--- src/rtl/mascota_necesidades_n_pkg.sv ---
// Shared status encoding and elaboration helpers for the pet need/mood engine.
package mascota_necesidades_n_pkg;

    typedef enum logic [2:0] {
        EST_NORMAL  = 3'd0,
        EST_ALERTA  = 3'd1,
        EST_CRITICO = 3'd2,
        EST_MUERTO  = 3'd3
    } estado_t;

    function automatic int max1(input int v);
        return (v < 1) ? 1 : v;
    endfunction

    function automatic int clog2_min1(input int v);
        return (v > 1) ? $clog2(v) : 1;
    endfunction

endpackage

--- src/rtl/mascota_necesidades_n_need_channel.sv ---
// One need channel: saturating level register refilled by events, decayed or recovered per period.
// Level updates one cycle after the triggering event; i_en low freezes the level.
module need_channel #(
    parameter int LVL_W   = 3,
    parameter int LVL_MAX = 5,
    parameter int INC     = 2
) (
    input  logic             clk,
    input  logic             i_reset,
    input  logic             i_en,
    input  logic             i_evt,
    input  logic             i_pulse,
    input  logic             i_cond,
    output logic [LVL_W-1:0] o_lvl
);
    localparam int S_W = LVL_W + 2;
    localparam logic signed [S_W-1:0] INC_S = S_W'(INC);
    localparam logic signed [S_W-1:0] ONE_S = S_W'(1);
    localparam logic signed [S_W-1:0] MAX_S = S_W'(LVL_MAX);
    localparam logic [LVL_W-1:0]      MAX_V = LVL_W'(LVL_MAX);

    logic [LVL_W-1:0]        r_lvl;
    logic signed [S_W-1:0]   w_evt_d;
    logic signed [S_W-1:0]   w_per_d;
    logic signed [S_W-1:0]   w_sum;
    logic [LVL_W-1:0]        w_next;

    always_comb begin
        w_evt_d = i_evt ? INC_S : '0;
        w_per_d = i_pulse ? (i_cond ? ONE_S : -ONE_S) : '0;
        w_sum   = $signed({2'b00, r_lvl}) + w_evt_d + w_per_d;
        // event and decay net together before saturating
        if (w_sum[S_W-1])
            w_next = '0;
        else if (w_sum > MAX_S)
            w_next = MAX_V;
        else
            w_next = w_sum[LVL_W-1:0];
    end

    always_ff @(posedge clk) begin
        if (i_reset)
            r_lvl <= MAX_V;
        else if (i_en)
            r_lvl <= w_next;
    end

    assign o_lvl = r_lvl;

endmodule

--- src/rtl/mascota_necesidades_n.sv ---
// Need/mood engine: N_CH decaying need levels, period prescaler, death counter and status FSM.
// Levels lag inputs by 1 cycle, status by 2; no backpressure, inputs are sampled every cycle.
module mascota_necesidades_n
    import mascota_necesidades_n_pkg::*;
#(
    parameter int N_CH          = 4,
    parameter int LVL_W         = 3,
    parameter int LVL_MAX       = 5,
    parameter int LOW_TH        = 1,
    parameter int TICK_DIV      = 50000000,
    parameter int DECAY_TICKS   = 10,
    parameter int TEST_DIV      = 10,
    parameter int INC           = 2,
    parameter int DEATH_PERIODS = 3
) (
    input  logic                                  clk,
    input  logic                                  reset,
    input  logic                                  test_mode,
    input  logic [N_CH-1:0]                       evt_in,
    input  logic [N_CH-1:0]                       cond_in,
    output logic [N_CH*LVL_W-1:0]                 levels,
    output logic [N_CH-1:0]                       alert_mask,
    output logic [((N_CH > 1) ? $clog2(N_CH) : 1)-1:0] worst_ch,
    output logic [2:0]                            estado,
    output logic                                  period_pulse
);
    localparam int WC_W  = (N_CH > 1) ? $clog2(N_CH) : 1;
    localparam int PRE_W = clog2_min1(TICK_DIV);
    localparam int PER_W = clog2_min1(DECAY_TICKS + 1);
    localparam int DTH_W = clog2_min1(DEATH_PERIODS + 1);

    localparam logic [PRE_W-1:0] PRE_LAST   = PRE_W'(TICK_DIV - 1);
    localparam logic [PER_W:0]   PER_NORM_V = (PER_W+1)'(max1(DECAY_TICKS));
    localparam logic [PER_W:0]   PER_TEST_V = (PER_W+1)'(max1(DECAY_TICKS / TEST_DIV));
    localparam logic [DTH_W-1:0] DTH_MAX    = DTH_W'(DEATH_PERIODS);
    localparam logic [LVL_W-1:0] LOW_V      = LVL_W'(LOW_TH);

    logic [PRE_W-1:0] r_pre;
    logic [PER_W-1:0] r_per;
    logic             r_pulse;
    logic [DTH_W-1:0] r_dth;
    estado_t          r_est;
    estado_t          w_est_nxt;

    logic [PER_W:0]   w_period;
    logic [PER_W:0]   w_per_inc;
    logic             w_tick;
    logic             w_per_done;
    logic             w_alive;
    logic             w_any_zero;
    logic             w_any_alert;
    logic [N_CH-1:0]  w_zero;
    logic [LVL_W-1:0] w_lvl [N_CH];
    logic [LVL_W-1:0] w_min;
    logic [WC_W-1:0]  w_worst;

    // >= lets a switch to the shorter test period fire on the very next tick
    assign w_period   = test_mode ? PER_TEST_V : PER_NORM_V;
    assign w_per_inc  = {1'b0, r_per} + (PER_W+1)'(1);
    assign w_tick     = (r_pre == PRE_LAST);
    assign w_per_done = w_tick && (w_per_inc >= w_period);

    always_ff @(posedge clk) begin
        if (reset) begin
            r_pre   <= '0;
            r_per   <= '0;
            r_pulse <= 1'b0;
        end else begin
            r_pre   <= w_tick ? '0 : r_pre + PRE_W'(1);
            r_pulse <= w_per_done;
            if (w_per_done)
                r_per <= '0;
            else if (w_tick)
                r_per <= w_per_inc[PER_W-1:0];
        end
    end

    assign w_alive = (r_est != EST_MUERTO);

    for (genvar g = 0; g < N_CH; g++) begin : g_ch
        need_channel #(
            .LVL_W   (LVL_W),
            .LVL_MAX (LVL_MAX),
            .INC     (INC)
        ) u_ch (
            .clk     (clk),
            .i_reset (reset),
            .i_en    (w_alive),
            .i_evt   (evt_in[g]),
            .i_pulse (r_pulse),
            .i_cond  (cond_in[g]),
            .o_lvl   (w_lvl[g])
        );
        assign levels[g*LVL_W +: LVL_W] = w_lvl[g];
        assign alert_mask[g]            = (w_lvl[g] <= LOW_V);
        assign w_zero[g]                = (w_lvl[g] == '0);
    end

    assign w_any_zero  = |w_zero;
    assign w_any_alert = |alert_mask;

    always_comb begin
        w_min   = w_lvl[0];
        w_worst = '0;
        for (int i = 1; i < N_CH; i++) begin
            if (w_lvl[i] < w_min) begin
                w_min   = w_lvl[i];
                w_worst = WC_W'(i);
            end
        end
    end

    assign worst_ch = w_worst;

    always_ff @(posedge clk) begin
        if (reset)
            r_dth <= '0;
        else if (!w_any_zero)
            r_dth <= '0;
        else if (r_pulse && (r_dth != DTH_MAX))
            r_dth <= r_dth + DTH_W'(1);
    end

    always_ff @(posedge clk) begin
        if (reset)
            r_est <= EST_NORMAL;
        else
            r_est <= w_est_nxt;
    end

    always_comb begin
        w_est_nxt = r_est;
        case (r_est)
            EST_NORMAL: begin
                if (w_any_zero)
                    w_est_nxt = EST_CRITICO;
                else if (w_any_alert)
                    w_est_nxt = EST_ALERTA;
            end
            EST_ALERTA: begin
                if (w_any_zero)
                    w_est_nxt = EST_CRITICO;
                else if (!w_any_alert)
                    w_est_nxt = EST_NORMAL;
            end
            EST_CRITICO: begin
                if (r_dth == DTH_MAX)
                    w_est_nxt = EST_MUERTO;
                else if (!w_any_zero && w_any_alert)
                    w_est_nxt = EST_ALERTA;
                else if (!w_any_alert)
                    w_est_nxt = EST_NORMAL;
            end
            EST_MUERTO: w_est_nxt = EST_MUERTO;
            default:    w_est_nxt = EST_NORMAL;
        endcase
    end

    assign estado       = r_est;
    assign period_pulse = r_pulse;

endmodule

--- config.mk ---
export PLATFORM = sky130hd
export DESIGN_NAME = mascota_necesidades_n
export DESIGN_NICKNAME = d
export VERILOG_FILES = /design/src/rtl/mascota_necesidades_n_pkg.sv /design/src/rtl/mascota_necesidades_n_need_channel.sv /design/src/rtl/mascota_necesidades_n.sv
export SDC_FILE = /design/constraint.sdc
export NUM_CORES = 1
export LEC_CHECK = 0
export CORE_ASPECT_RATIO = 1.1
export CORE_UTILIZATION = 57
export CTS_CLUSTER_SIZE = 40
export DETAILED_ROUTE_END_ITERATION = 6
export PLACE_DENSITY = 0.81
export SYNTH_ARGS = -nofsm -noshare
export SYNTH_HDL_FRONTEND = slang
export SYNTH_SLANG_ARGS = --single-unit
--- constraint.sdc ---
create_clock -name clk -period 4.7 [get_ports clk]
set_input_delay 0.94 -clock clk [delete_from_list [all_inputs] [get_ports clk]]
set_output_delay 0.94 -clock clk [all_outputs]
set_load 0.02 [all_outputs]
==> metrics.md <==
| Metric | Value |
|---|---|
| Die Wd | `slightly above 70 um` |
| Asr flop ratio synth | `0` |
| Grt ovf | `0` |
| Core Footprint | `between 5000 and 6000 um2` |
| Required time worst endpoint | `3.76 ns` |
| ANT nets after route | `0` |
| Die Footprint | `between 5000 and 6000 um2` |
| Fmax | `approximately 220 MHz` |
| Vias in the first global route | `about 2500` |
| Setup-failing EPs final | `0` |
| Largest net degree at the start of global routing | `25` |
| Final hold violations | `0` |
| Worst r2r path cells | `8` |
| Min-delay src | `r_pre[0]$_SDFF_PP0_` |
| Clock Latency Late Sink | `0.30 ns` |
| Gpl congestion | `approximately 0.81` |
| Slew @ Worst Pin | `1.10 ns` |
| DR WL/cell | `about 14 um` |
| CTS tree | `built` |
| Longest Clk Path Bufs | `2` |
| Initial Util | `0.594` |
| H-tree depth | `2` |
| Residual DRC count | `6` |
| Chip height | `~80 um` |
| Initial antenna violation count | `0` |
| GR peak layer | `met2` |
| Met1 Resource Use GR | `0.285` |
| Most used DFF post-synth | `dfxtp_1` |
| Status | `complete, but fails checks` |
| Drt pass-1 iters | `6` |
| Setup TNS | `0 ns` |
| Distinct cells, synth | `47` |
| CTS Hold Bufs | `0` |
| Synth-to-layout area growth | `16.4%` |
| Seq cells post-synth | `between 40 and 50` |
| Startpoint types | `flip-flop` |
| Syn. warnings | `0` |
| IO buf count | `32` |
| Failing checks | `design-rule violations` |
| Root buf cell | `clkbuf_8` |
| Hold depth | `1` |
| Relative slew margins | `0.267` |
| Syn Inst Count | `between 300 and 400` |
| NumNets Final | `between 400 and 500` |
| Global-route wire length before repair | `roughly 11 mm` |
| Maxcap violations | `0` |
| Synthesized area | `about 3000 um2` |
| Post-synthesis average cell area | `~8.8 um2` |
| Crit Reg-Reg Startpoint | `period_pulse$_SDFF_PP0_` |
| Grt met3 use | `0.0416` |
| Std-Cell Rows | `27` |
| Hold worst-path end | `r_pre[0]$_SDFF_PP0_` |
| WS Path Type | `flip-flop to output pin` |
| Starting DRT DRC Count | `103` |
| Worst Path Arrival | `around 3.5 ns` |
| Slew Limit Fails | `0` |
| Period utilisation layout | `0.953` |
| Cts bufs inserted | `5` |
| Fillers | `roughly 410` |
| RSZ-0062 raised after global routing | `no` |
| Met2 GRT Util | `0.450` |
| Skew final | `0.00602 ns` |
| Overall via count from detail_route | `around 2500` |
| HP Class | `flip-flop to flip-flop` |
| Flop-to-flop setup slack | `approximately 2 ns` |
| Detail Placement HPWL | `about 4.7 mm` |
| IO Count | `33` |
| Inserted Diodes | `0` |
| VDD IR max | `about 0.19 mV` |
| PwrDens | `between 200 and 250 nW/um2` |
| Layout cells sized above 1 | `0.0483` |
| Post-synthesis sequential area ratio | `0.321` |
| Placed cell area | `between 3000 and 4000 um2` |
| # clock sinks | `48` |
| Most common cell after layout, fill and taps aside | `dfxtp_1` |
| Crit path max fanout | `3` |
| Total GRT Usage | `0.245` |
| Worst Setup End Kind | `output pin` |
| Leak Pwr | `about 0.0013 uW` |
| Number of synthesized flops with an enable pin | `0` |
| Vias per std cell | `a little under 6` |
| Post-route cell area | `roughly 3500 um2` |
| Fin crit period | `between 4 and 5 ns` |
| Core Util, Final | `0.692` |
| Most frequent cells in the layout | `48 x dfxtp_1, 40 x nor2_1, 30 x ha_1, 30 x clkdlybuf4s50_1, 23 x xnor2_1` |
| R2R Path End | `g_ch[3].u_ch.o_lvl[0]$_SDFFE_PP1P_` |
| Post-synth net total | `around 380` |
| Final WL | `6.19 mm` |
| Reg clk slew, reported paths | `0.08 ns` |
-- metrics by stage --
step / cells / worst slack, ns / hold WS (ns) / total power [uW]
after floorplan: 338 / 0.474 / 0.430 / 439
after global placement: 424 / 0.144 / 0.444 / 450
after detailed placement: 424 / 0.0751 / 0.456 / 451
after CTS: 431 / 0.0172 / 0.479 / 789
after global routing: 431 / 0.00825 / 0.525 / 813
final: 431 / 0.220 / 0.472 / 781
-- registers in the layout, summed over array words and instances, names as in the netlist --
signal           flops
r_pre               26
g_ch.u_ch.o_lvl     12
r_per                4
estado               3
r_dth                2
period_pulse         1
-- critical path: stages (launching register included) --
cell      delay (ns)
dfxtp_1         0.33
inv_1           0.05
ha_1            0.30
a21o_1          0.17
a21oi_2         0.15
mux2i_1         0.26
ha_1            0.27
nor2_2          0.12
o21bai_2        0.08
nand2_1         0.08
mux2_2          0.34
ha_1            0.20
a211o_1         0.27
o32a_1          0.36
o21ai_0         0.07
buf_2           0.18
-- power by group --
group	switching (uW)	total [uW]	leakage, uW	internal [uW]
Combinational	14.7	29.5	0.000864	14.9
Clock	131	340	0.0000642	209
Sequential	2.58	411	0.000388	409
Total	148	781	0.00132	633
-- what timing repair did --
item / 4_1_cts / 5_1_grt
gates resized for setup: 4 / 9
buffers inserted: 0 / 0
pin swaps: 0 / 2
endpoints found under the setup margin: 2 / 2
-- cells in the mapped netlist, types with 9 or more instances --
cell,n,area [um2]
inv_1,17,63.8
nand2_1,22,82.6
nand2b_1,12,75.1
nor2_1,41,154
nor3_1,13,65.1
ha_1,30,375
nand3_1,15,75.1
a221o_1,9,90.1
xor2_1,15,131
dfxtp_1,48,961
a21oi_1,17,85.1
xnor2_1,23,201
-- per-layer routing --
| layer | wire [um] | up-vias | share of wire |
|---|---|---|---|
| li1 | - | 1269 | - |
| met1 | 2670 | 1184 | 0.43 |
| met2 | 3150 | 62 | 0.51 |
| met3 | 287 | 9 | 0.046 |
| met4 | 82 | 0 | 0.013 |
| met5 | 0 | - | 0 |
-- kinds of logic (layout without fill, tap and decap cells) --
kind of cell	Yosys count	count (layout)	share of synthesized area
multiplexers	4	4	0.0142
AND/OR/NAND/NOR	137	137	0.232
buffers and inverters	25	60	0.0427
other	1	1	0.00125
XOR/XNOR	38	38	0.111
adder cells (fa/ha/maj)	34	34	0.152
flip-flops	48	48	0.321
AO/OA/AOI/OAI	51	51	0.125
-- worst max-delay path by stage --
stage,from,endpoint,slack (ns),cells after the start
finish,g_ch[0].u_ch.o_lvl[1]$_SDFFE_PP0P_,worst_ch[0],0.22,15
CTS,g_ch[0].u_ch.o_lvl[1]$_SDFFE_PP0P_,worst_ch[0],0.02,15
global placement,g_ch[0].u_ch.o_lvl[1]$_SDFFE_PP0P_,worst_ch[0],0.14,15
global route,g_ch[0].u_ch.o_lvl[1]$_SDFFE_PP0P_,worst_ch[0],0.008,15
detailed placement,g_ch[0].u_ch.o_lvl[1]$_SDFFE_PP0P_,worst_ch[0],0.08,15
floorplan,g_ch[0].u_ch.o_lvl[1]$_SDFFE_PP0P_,worst_ch[0],0.47,14
-- cell type report --
class / instances / area, um2 / share of cell area
Inverter: 17 / 63.8 / 0.0183
Timing Repair Buffer: 36 / 343 / 0.0985
Clock inverter: 2 / 60.1 / 0.0173
Multi-Input combinational cell: 265 / 1910 / 0.549
Sequential cell: 48 / 961 / 0.276
Clock buffer: 5 / 68.8 / 0.0198
Tap cell: 58 / 72.6 / 0.0208
(Power assumes the default switching activity.)
